<file path="src/rtl/seg7_scan_driver.sv">
// Time-multiplexed seven-segment driver: scans NUM_DIGITS hex digits onto
// active-low anode/segment pins with frame-synchronous loading, blanking,
// decimal points, leading-zero suppression and PWM brightness.
module seg7_scan_driver #(
  parameter int NUM_DIGITS  = 4,
  parameter int REFRESH_DIV = 100000,
  parameter int DIV_WIDTH   = 17
) (
  input  logic                    CLK,
  input  logic                    RESET,
  input  logic [4*NUM_DIGITS-1:0] VALUE_IN,
  input  logic [NUM_DIGITS-1:0]   DP_IN,
  input  logic [NUM_DIGITS-1:0]   BLANK_IN,
  input  logic                    LOAD_IN,
  input  logic                    LZ_SUPPRESS_IN,
  input  logic [3:0]              BRIGHT_IN,
  output logic [NUM_DIGITS-1:0]   SEG_SELECT_OUT,
  output logic [7:0]              HEX_OUT,
  output logic                    FRAME_DONE_OUT
);

  localparam int IDX_W = (NUM_DIGITS > 1) ? $clog2(NUM_DIGITS) : 1;
  localparam logic [DIV_WIDTH-1:0] DIV_LAST = DIV_WIDTH'(REFRESH_DIV - 1);
  localparam logic [IDX_W-1:0]     IDX_LAST = IDX_W'(NUM_DIGITS - 1);

  logic [4*NUM_DIGITS-1:0] pend_value, disp_value;
  logic [NUM_DIGITS-1:0]   pend_dp, pend_blank, disp_dp, disp_blank;
  logic                    pend_valid;
  logic [DIV_WIDTH-1:0]    refresh_cnt;
  logic [IDX_W-1:0]        digit_idx;
  logic [3:0]              pwm_cnt;
  logic                    wrap_d;

  logic                    digit_wrap, frame_wrap;
  logic [NUM_DIGITS-1:0]   zero_run;
  logic                    run_zero;
  logic [3:0]              cur_nib;
  logic                    cur_dp, cur_blank, cur_sup;
  logic [NUM_DIGITS-1:0]   anode_sel, sel_next;
  logic [6:0]              glyph;
  logic [7:0]              hex_next;

  function automatic logic [6:0] decode(input logic [3:0] nib);
    case (nib)
      4'h0: decode = 7'b1000000;
      4'h1: decode = 7'b1111001;
      4'h2: decode = 7'b0100100;
      4'h3: decode = 7'b0110000;
      4'h4: decode = 7'b0011001;
      4'h5: decode = 7'b0010010;
      4'h6: decode = 7'b0000010;
      4'h7: decode = 7'b1111000;
      4'h8: decode = 7'b0000000;
      4'h9: decode = 7'b0010000;
      4'hA: decode = 7'b0001000;
      4'hB: decode = 7'b0000011;
      4'hC: decode = 7'b1000110;
      4'hD: decode = 7'b0100001;
      4'hE: decode = 7'b0000110;
      default: decode = 7'b0001110;
    endcase
  endfunction

  assign digit_wrap = (refresh_cnt == DIV_LAST);
  assign frame_wrap = digit_wrap && (digit_idx == IDX_LAST);

  // Refresh divider, digit index and free-running PWM counter.
  always_ff @(posedge CLK) begin
    if (RESET) begin
      refresh_cnt <= '0;
      digit_idx   <= '0;
      pwm_cnt     <= 4'd0;
      wrap_d      <= 1'b0;
    end else begin
      pwm_cnt <= pwm_cnt + 4'd1;
      wrap_d  <= frame_wrap;
      if (digit_wrap) begin
        refresh_cnt <= '0;
        digit_idx   <= frame_wrap ? '0 : digit_idx + 1'b1;
      end else begin
        refresh_cnt <= refresh_cnt + 1'b1;
      end
    end
  end

  // Pending/display registers; display only changes at the frame wrap.
  // A load landing on the wrap itself goes straight to the display.
  always_ff @(posedge CLK) begin
    if (RESET) begin
      pend_value <= '0;
      pend_dp    <= '0;
      pend_blank <= '0;
      pend_valid <= 1'b0;
      disp_value <= '0;
      disp_dp    <= '0;
      disp_blank <= '0;
    end else if (frame_wrap) begin
      pend_valid <= 1'b0;
      if (LOAD_IN) begin
        disp_value <= VALUE_IN;
        disp_dp    <= DP_IN;
        disp_blank <= BLANK_IN;
      end else if (pend_valid) begin
        disp_value <= pend_value;
        disp_dp    <= pend_dp;
        disp_blank <= pend_blank;
      end
    end else if (LOAD_IN) begin
      pend_value <= VALUE_IN;
      pend_dp    <= DP_IN;
      pend_blank <= BLANK_IN;
      pend_valid <= 1'b1;
    end
  end

  // zero_run[k]: display nibbles k..NUM_DIGITS-1 are all zero.
  always_comb begin
    zero_run = '0;
    run_zero = 1'b1;
    for (int k = NUM_DIGITS - 1; k >= 0; k--) begin
      run_zero    = run_zero & (disp_value[4*k +: 4] == 4'd0);
      zero_run[k] = run_zero;
    end
  end

  // Select the active digit's fields and its one-hot (active-low) anode.
  always_comb begin
    cur_nib   = 4'd0;
    cur_dp    = 1'b0;
    cur_blank = 1'b0;
    cur_sup   = 1'b0;
    anode_sel = '1;
    for (int k = 0; k < NUM_DIGITS; k++) begin
      if (digit_idx == IDX_W'(k)) begin
        cur_nib      = disp_value[4*k +: 4];
        cur_dp       = disp_dp[k];
        cur_blank    = disp_blank[k];
        cur_sup      = zero_run[k] && (k != 0);
        anode_sel[k] = 1'b0;
      end
    end
  end

  // Segment/DP pattern and PWM-gated anode for the next output cycle.
  always_comb begin
    glyph    = (LZ_SUPPRESS_IN && cur_sup) ? 7'h7F : decode(cur_nib);
    hex_next = cur_blank ? 8'hFF : {~cur_dp, glyph};
    sel_next = (pwm_cnt <= BRIGHT_IN) ? anode_sel : '1;
  end

  // Registered outputs.
  always_ff @(posedge CLK) begin
    if (RESET) begin
      SEG_SELECT_OUT <= '1;
      HEX_OUT        <= 8'hFF;
      FRAME_DONE_OUT <= 1'b0;
    end else begin
      SEG_SELECT_OUT <= sel_next;
      HEX_OUT        <= hex_next;
      FRAME_DONE_OUT <= wrap_d;
    end
  end

endmodule

</file>
<file path="config.mk">
export PLATFORM = sky130hd
export DESIGN_NAME = seg7_scan_driver
export DESIGN_NICKNAME = d
export VERILOG_FILES = /design/src/rtl/seg7_scan_driver.sv
export SDC_FILE = /design/constraint.sdc
export NUM_CORES = 1
export LEC_CHECK = 0
export CAP_MARGIN = 10
export CORE_ASPECT_RATIO = 1.4
export CORE_MARGIN = 2
export CORE_UTILIZATION = 51
export CTS_BUF_LIST = sky130_fd_sc_hd__clkbuf_16
export DETAILED_ROUTE_END_ITERATION = 8
export PLACE_DENSITY_LB_ADDON = 0.2
export SLEW_MARGIN = 15
export SYNTH_ARGS = -nofsm -noshare
export SYNTH_HDL_FRONTEND = slang
export SYNTH_SLANG_ARGS = --single-unit
</file>
<file path="constraint.sdc">
create_clock -name CLK -period 2.6 [get_ports CLK]
set_clock_uncertainty 0.15 [all_clocks]
set_input_delay 0.52 -clock CLK [delete_from_list [all_inputs] [get_ports CLK]]
set_output_delay 0.52 -clock CLK [all_outputs]
set_load 0.03 [all_outputs]
</file>
---- Word level (Yosys, flattened, before mapping) ----
Memories as Yosys holds them, arrays and structs flattened. A register that Yosys moved wholly into a read port is not among the register bits.
Index checks and enable logic that the tools add are counted.
storage, ports and cells
  register bits after elaboration ......... 79
  latch bits .............................. 0
  bits in writable memories ............... 0
  ROM bits ................................ 112
  input bits .............................. 32
  logic and storage cells ................. 68
  memories ................................ 1
memory list
  name              words  bits a word  rd ports  clocked after Yosys merged registers in  wr ports  RTL line  text
  (name not given)  16     7            1         1                                        0         44        case (nib)
cells by class
  $add $sub $neg .......................... 3
  multipliers ............................. 0
  divide/modulo/power cells ............... 0
  order comparisons ....................... 1
  equality and inequality tests ........... 4
  shift operators ......................... 0
  multiplexer cells ....................... 26
  bitwise operators ....................... 5
  reduce and logical (&&, ||, !) cells .... 14
operator list
  kind                                            number
  2-to-1 mux 16 bit                               2
  2-to-1 mux 4 bit                                8
  adder 17 x 1 -> 17 bit (second input constant)  1
  == test 17 bit (second input constant)          1
  2-to-1 mux 1 bit                                15
  logical NOT 4 bit                               3
  OR reduction 2 bit                              4
  adder 4 x 1 -> 4 bit (second input constant)    1
  == test 2 bit (second input constant)           2
  less-or-equal comparator 4 bit                  1
  AND reduction 2 bit                             2
  NOT 1 bit                                       3
  OR reduction 3 bit                              1
  adder 2 x 1 -> 2 bit (second input constant)    1
  AND 1 bit                                       2
  == test 2 x 1 -> 1 bit (second input constant)  1
  logical AND 1 bit                               2
  logical NOT 2 bit                               1
  2-to-1 mux 2 bit                                1
  nonzero test 2 bit                              1

---- Logic depth before layout (Yosys ltp) ----
  depth after elaboration ................. 8
  gate-level depth with buffers ........... 12
  mapped depth without buffers ............ 11

---- Least setup slack after synthesis ----
No wires, ideal clock.
  kind .................................... reg2reg
  from .................................... reg digit_idx[1]
  to ...................................... reg HEX_OUT[3]
  library setup time ...................... 0.153 ns
  arrival ................................. 2.161 ns
  required time ........................... 2.297 ns
  path slack .............................. 0.137 ns
  stages on the path, launching flop included .. 11
  period minus slack after synthesis ...... 2.463 ns
  cell sequence ........................... dfxtp_1 -> inv_1 -> ha_1 -> buf_2 -> nand3b_1 -> a221oi_1 -> inv_1 -> ha_1 -> nor2_1 -> a211oi_1 -> o21ai_0
between the ends
  longest elaborated chain between the ends .. 6
  elaborated cells on any way between the ends .. 17
  classes of those cells .................. 3 x eq/ne; 11 x mux; 3 x reduce/logical
RTL lines
  element                                                             RTL line  text
  start, declared                                                     30        logic [IDX_W-1:0] digit_idx;
  start signal, assigned                                              79        digit_idx <= frame_wrap ? '0 : digit_idx + 1'b1;
  logical NOT 2 bit / == test 2 x 1 -> 1 bit (equally long branches)  134       if (digit_idx == IDX_W'(k)) begin
  2-to-1 mux 1 bit (3 in series)                                      134
  2-to-1 mux 1 bit / logical AND 1 bit (equally long branches)        134, 146
  OR reduction 3 bit (no source line)                                 -
  end, declared                                                       18        output logic [7:0] HEX_OUT,
Parallel ways exist; a longest one is shown, timed or not.
A chain may end at the register's enable or synchronous reset.

---- Worst setup path in the final report ----
Ends and elaborated chain as after synthesis.

==> flow_summary.ini <==
[critical_path]
critPathRequiredTime_ns = 2.67
crit_path_start = digit_idx[1]
cp_max_fo = 9
criticalPathCategory = flip-flop to flip-flop
critPathCaptureType = flip-flop
timing.critical_path.arrival_ns = 2.45
reg2reg_launch_point = digit_idx[1]
timing.critical_path.from_type = flip-flop

[min_path]
holdCritStartpoint = wrap_d
min_path_type = flip-flop to flip-flop

[place]
port_buffers = 44
hpwlAfterDp_mm = 5.67
routabilityCongestion = 0.896

[cells_and_area]
nFillCells = 678
antenna_cells = 0
areaGrowthSynthToFinish_pct = 19.5
layout_commonest_cell = sky130_fd_sc_hd__dfxtp_1
layout-drive-gt1-share_pct = 12.1
final_core_util_pct = 62.4
final_net_count = 539
final_cell_mix = sky130_fd_sc_hd__dfxtp_1 (86), sky130_fd_sc_hd__nand2_1 (62), sky130_fd_sc_hd__nor2_1 (55)

[clock_network]
cts.sinks = 86
clock_insertion_delay_worst_skew_ns = 0.34
cts_buffer_depth = 2
root_driver = sky130_fd_sc_hd__clkbuf_16
cts-buffers-inserted = 9
cts_setup_buffers = 0
holdBufCountCts = 0
number_of_levels_the_h_tree_was_split_into = 3
clk_transition_reported_paths_ns = 0.06
tritoncts = yes

[synth]
synth_enable_flop_cells = 0
synth.top_cells.by_area = sky130_fd_sc_hd__dfxtp_1 (42%), sky130_fd_sc_hd__mux2_2 (6.9%), sky130_fd_sc_hd__mux2i_1 (6.9%)
ys_seq_area_share_pct = 42.5
ys_ff_latch = 86
post_synth_num_cell_types = 46
syn_inst = 447
syn-cell-area_mm2 = 0.00405
synth_warn = 0
synth_ff_type = sky130_fd_sc_hd__dfxtp_1
async_flop_share_pct = 0
syn_area_per_cell_um2 = 9.06
synth_top_cell_area_share_pct = 42.5
yosys.area.top_type = sky130_fd_sc_hd__dfxtp_1
syn-num-nets = 495

[global_routing]
first_global_vias = 3089
antenna_found_initial = 0
grt-ovfl-total = 0
grt_pass1_wl_mm = 13.9
grt_start_max_net_pins = 39
grt_use_total_pct = 20.2

[routing]
wl_per_cell_um = 13.6
routed_wl_mm = 8.08
ant_nets = 0
routed-via-count = 3162
drt_iter0_markers = 116
via_per_inst = 5.31
drtPass1Iterations = 4
post-route-drc-count = 0

[timing]
timing.fmax_mhz = 420
slew_hr_pct = 54.4
period_needed_ns = 2.38
setup_total_negative_slack_ns = 0
finalHoldViolCount = 0
tightest_slew_ns = 0.682
final-setup-viol-count = 0
unrepaired_setup_endpoints_after_global_routing = false
slew_viol_final = 0
final.period_utilization_pct = 91.5

[power_and_ir_drop]
p_leak_nw = 1.82
seqPwrFrac_pct = 50.9
internal-power_w = 0.00209
share_comb_of_total_power_pct = 8.3
net_switching_power_of_the_design_w = 0.000599
power-per-cell-area_mw_per_mm2 = 556
power_switching_share_pct = 22.2
vdd_drop_max_mv = 0.554
power.share.clock_pct = 40.7

[run_status]
outcome = finished clean

[floorplan]
die_h_um = 109
coreArea_mm2 = 0.00775
initial_core_util_pct = 52.3
boundaryPins = 45
die_area_mm2 = 0.00868
die-width_um = 79.3
row_count = 38

[job]
max-cap-violations = 0
==> power by group through the flow <==
stage               logic (W)  clock network, W  registers (W)
floorplan            0.000120                 0        0.00141
global placement     0.000219                 0        0.00140
detailed placement   0.000225                 0        0.00140
CTS                  0.000226           0.00112        0.00137
global route         0.000248           0.00118        0.00138
finish               0.000224           0.00110        0.00137
==> per-stage QoR <==
step | setup slack (ns) | cell area (um^2) | cells | total power [W] | hold slack [ns]
3_3_place_gp | 0.153 | 4580 | 580 | 0.00162 | 0.286
3_5_place_dp | 0.0573 | 4580 | 580 | 0.00163 | 0.282
2_1_floorplan | 0.137 | 4050 | 447 | 0.00153 | 0.264
4_1_cts | 0.149 | 4830 | 595 | 0.00272 | 0.302
5_1_grt | 0.0568 | 4840 | 595 | 0.00280 | 0.318
6_report | 0.222 | 4840 | 595 | 0.00269 | 0.295
==> worst max-delay path, cell delays in order (launching register included) <==
cell and delay [ns]:
sky130_fd_sc_hd__dfxtp_1 0.38, sky130_fd_sc_hd__inv_1 0.08, sky130_fd_sc_hd__ha_1 0.28, sky130_fd_sc_hd__nand3b_1 0.23, sky130_fd_sc_hd__a221oi_1 0.33, sky130_fd_sc_hd__inv_1 0.16
sky130_fd_sc_hd__ha_1 0.31, sky130_fd_sc_hd__nor2_1 0.05, sky130_fd_sc_hd__a211oi_1 0.20, sky130_fd_sc_hd__o21ai_0 0.10
==> registers in the layout (all words and copies together), names as in the netlist <==
signal          count
refresh_cnt        17
disp_value         16
pend_value         16
HEX_OUT             8
SEG_SELECT_OUT      4
disp_blank          4
disp_dp             4
pend_blank          4
pend_dp             4
pwm_cnt             4
digit_idx           2
FRAME_DONE_OUT      1
pend_valid          1
wrap_d              1
==> routing by layer <==
layer  global-route usage, %  wire [um]  vias to the layer above
li1                        -          -                     1611
met4                    8.62        126                        0
met5                       0          0                        -
met1                    23.9       3540                     1492
met2                    35.4       4110                       50
met3                    4.19        307                        9
==> worst paths after layout <==
path / endpoint / slack, ns / cells after the start
setup reg to reg: HEX_OUT[3] / 0.22 / 9
setup / recovery: HEX_OUT[3] / 0.22 / 9
hold reg to reg: FRAME_DONE_OUT / 0.30 / 1
hold / removal: FRAME_DONE_OUT / 0.30 / 1
==> final cells by class <==
cell class	count	area, um^2	area share [%]
Sequential cell	86	1720	35.6
Tap cell	100	125	2.59
Inverter	15	56.3	1.16
Multi-Input combinational cell	319	2130	44.1
Clock buffer	9	225	4.65
Clock inverter	6	23.8	0.491
Timing Repair Buffer	60	556	11.5
==> synthesized netlist by cell type (4+ instances only) <==
cell	n
sky130_fd_sc_hd__a21oi_1	29
sky130_fd_sc_hd__and3_1	6
sky130_fd_sc_hd__ha_1	16
sky130_fd_sc_hd__nand3b_1	9
sky130_fd_sc_hd__nand4_1	6
sky130_fd_sc_hd__nand3_1	8
sky130_fd_sc_hd__nor2b_1	6
sky130_fd_sc_hd__xor2_1	10
sky130_fd_sc_hd__nor4_1	4
sky130_fd_sc_hd__xnor2_1	7
sky130_fd_sc_hd__o21ai_0	6
sky130_fd_sc_hd__clkbuf_1	13
sky130_fd_sc_hd__nor2_1	55
sky130_fd_sc_hd__mux2i_1	28
sky130_fd_sc_hd__inv_1	15
sky130_fd_sc_hd__nand2_1	62
sky130_fd_sc_hd__buf_2	10
sky130_fd_sc_hd__mux2_2	25
sky130_fd_sc_hd__dfxtp_1	86
==> repair_timing <==
item / 4_1_cts / 5_1_grt
gates resized for setup: 0 / 1
endpoints found under the hold margin: 0 / 0
setup endpoints to repair: 0 / 24
==> cells by family (layout without fill, tap and decap cells) <==
| group | count (synthesis) | count (layout) | share of synthesized area, % |
|---|---|---|---|
| adder cells (fa/ha/maj) | 16 | 16 | 4.94 |
| flip-flops | 86 | 86 | 42.5 |
| AO/OA/AOI/OAI | 58 | 58 | 9.05 |
| AND/OR/NAND/NOR | 175 | 175 | 20.7 |
| XOR/XNOR | 17 | 17 | 3.68 |
| multiplexers | 53 | 53 | 13.9 |
| buffers and inverters | 42 | 90 | 5.28 |
No activity file was read; power rests on OpenSTA's default activity.
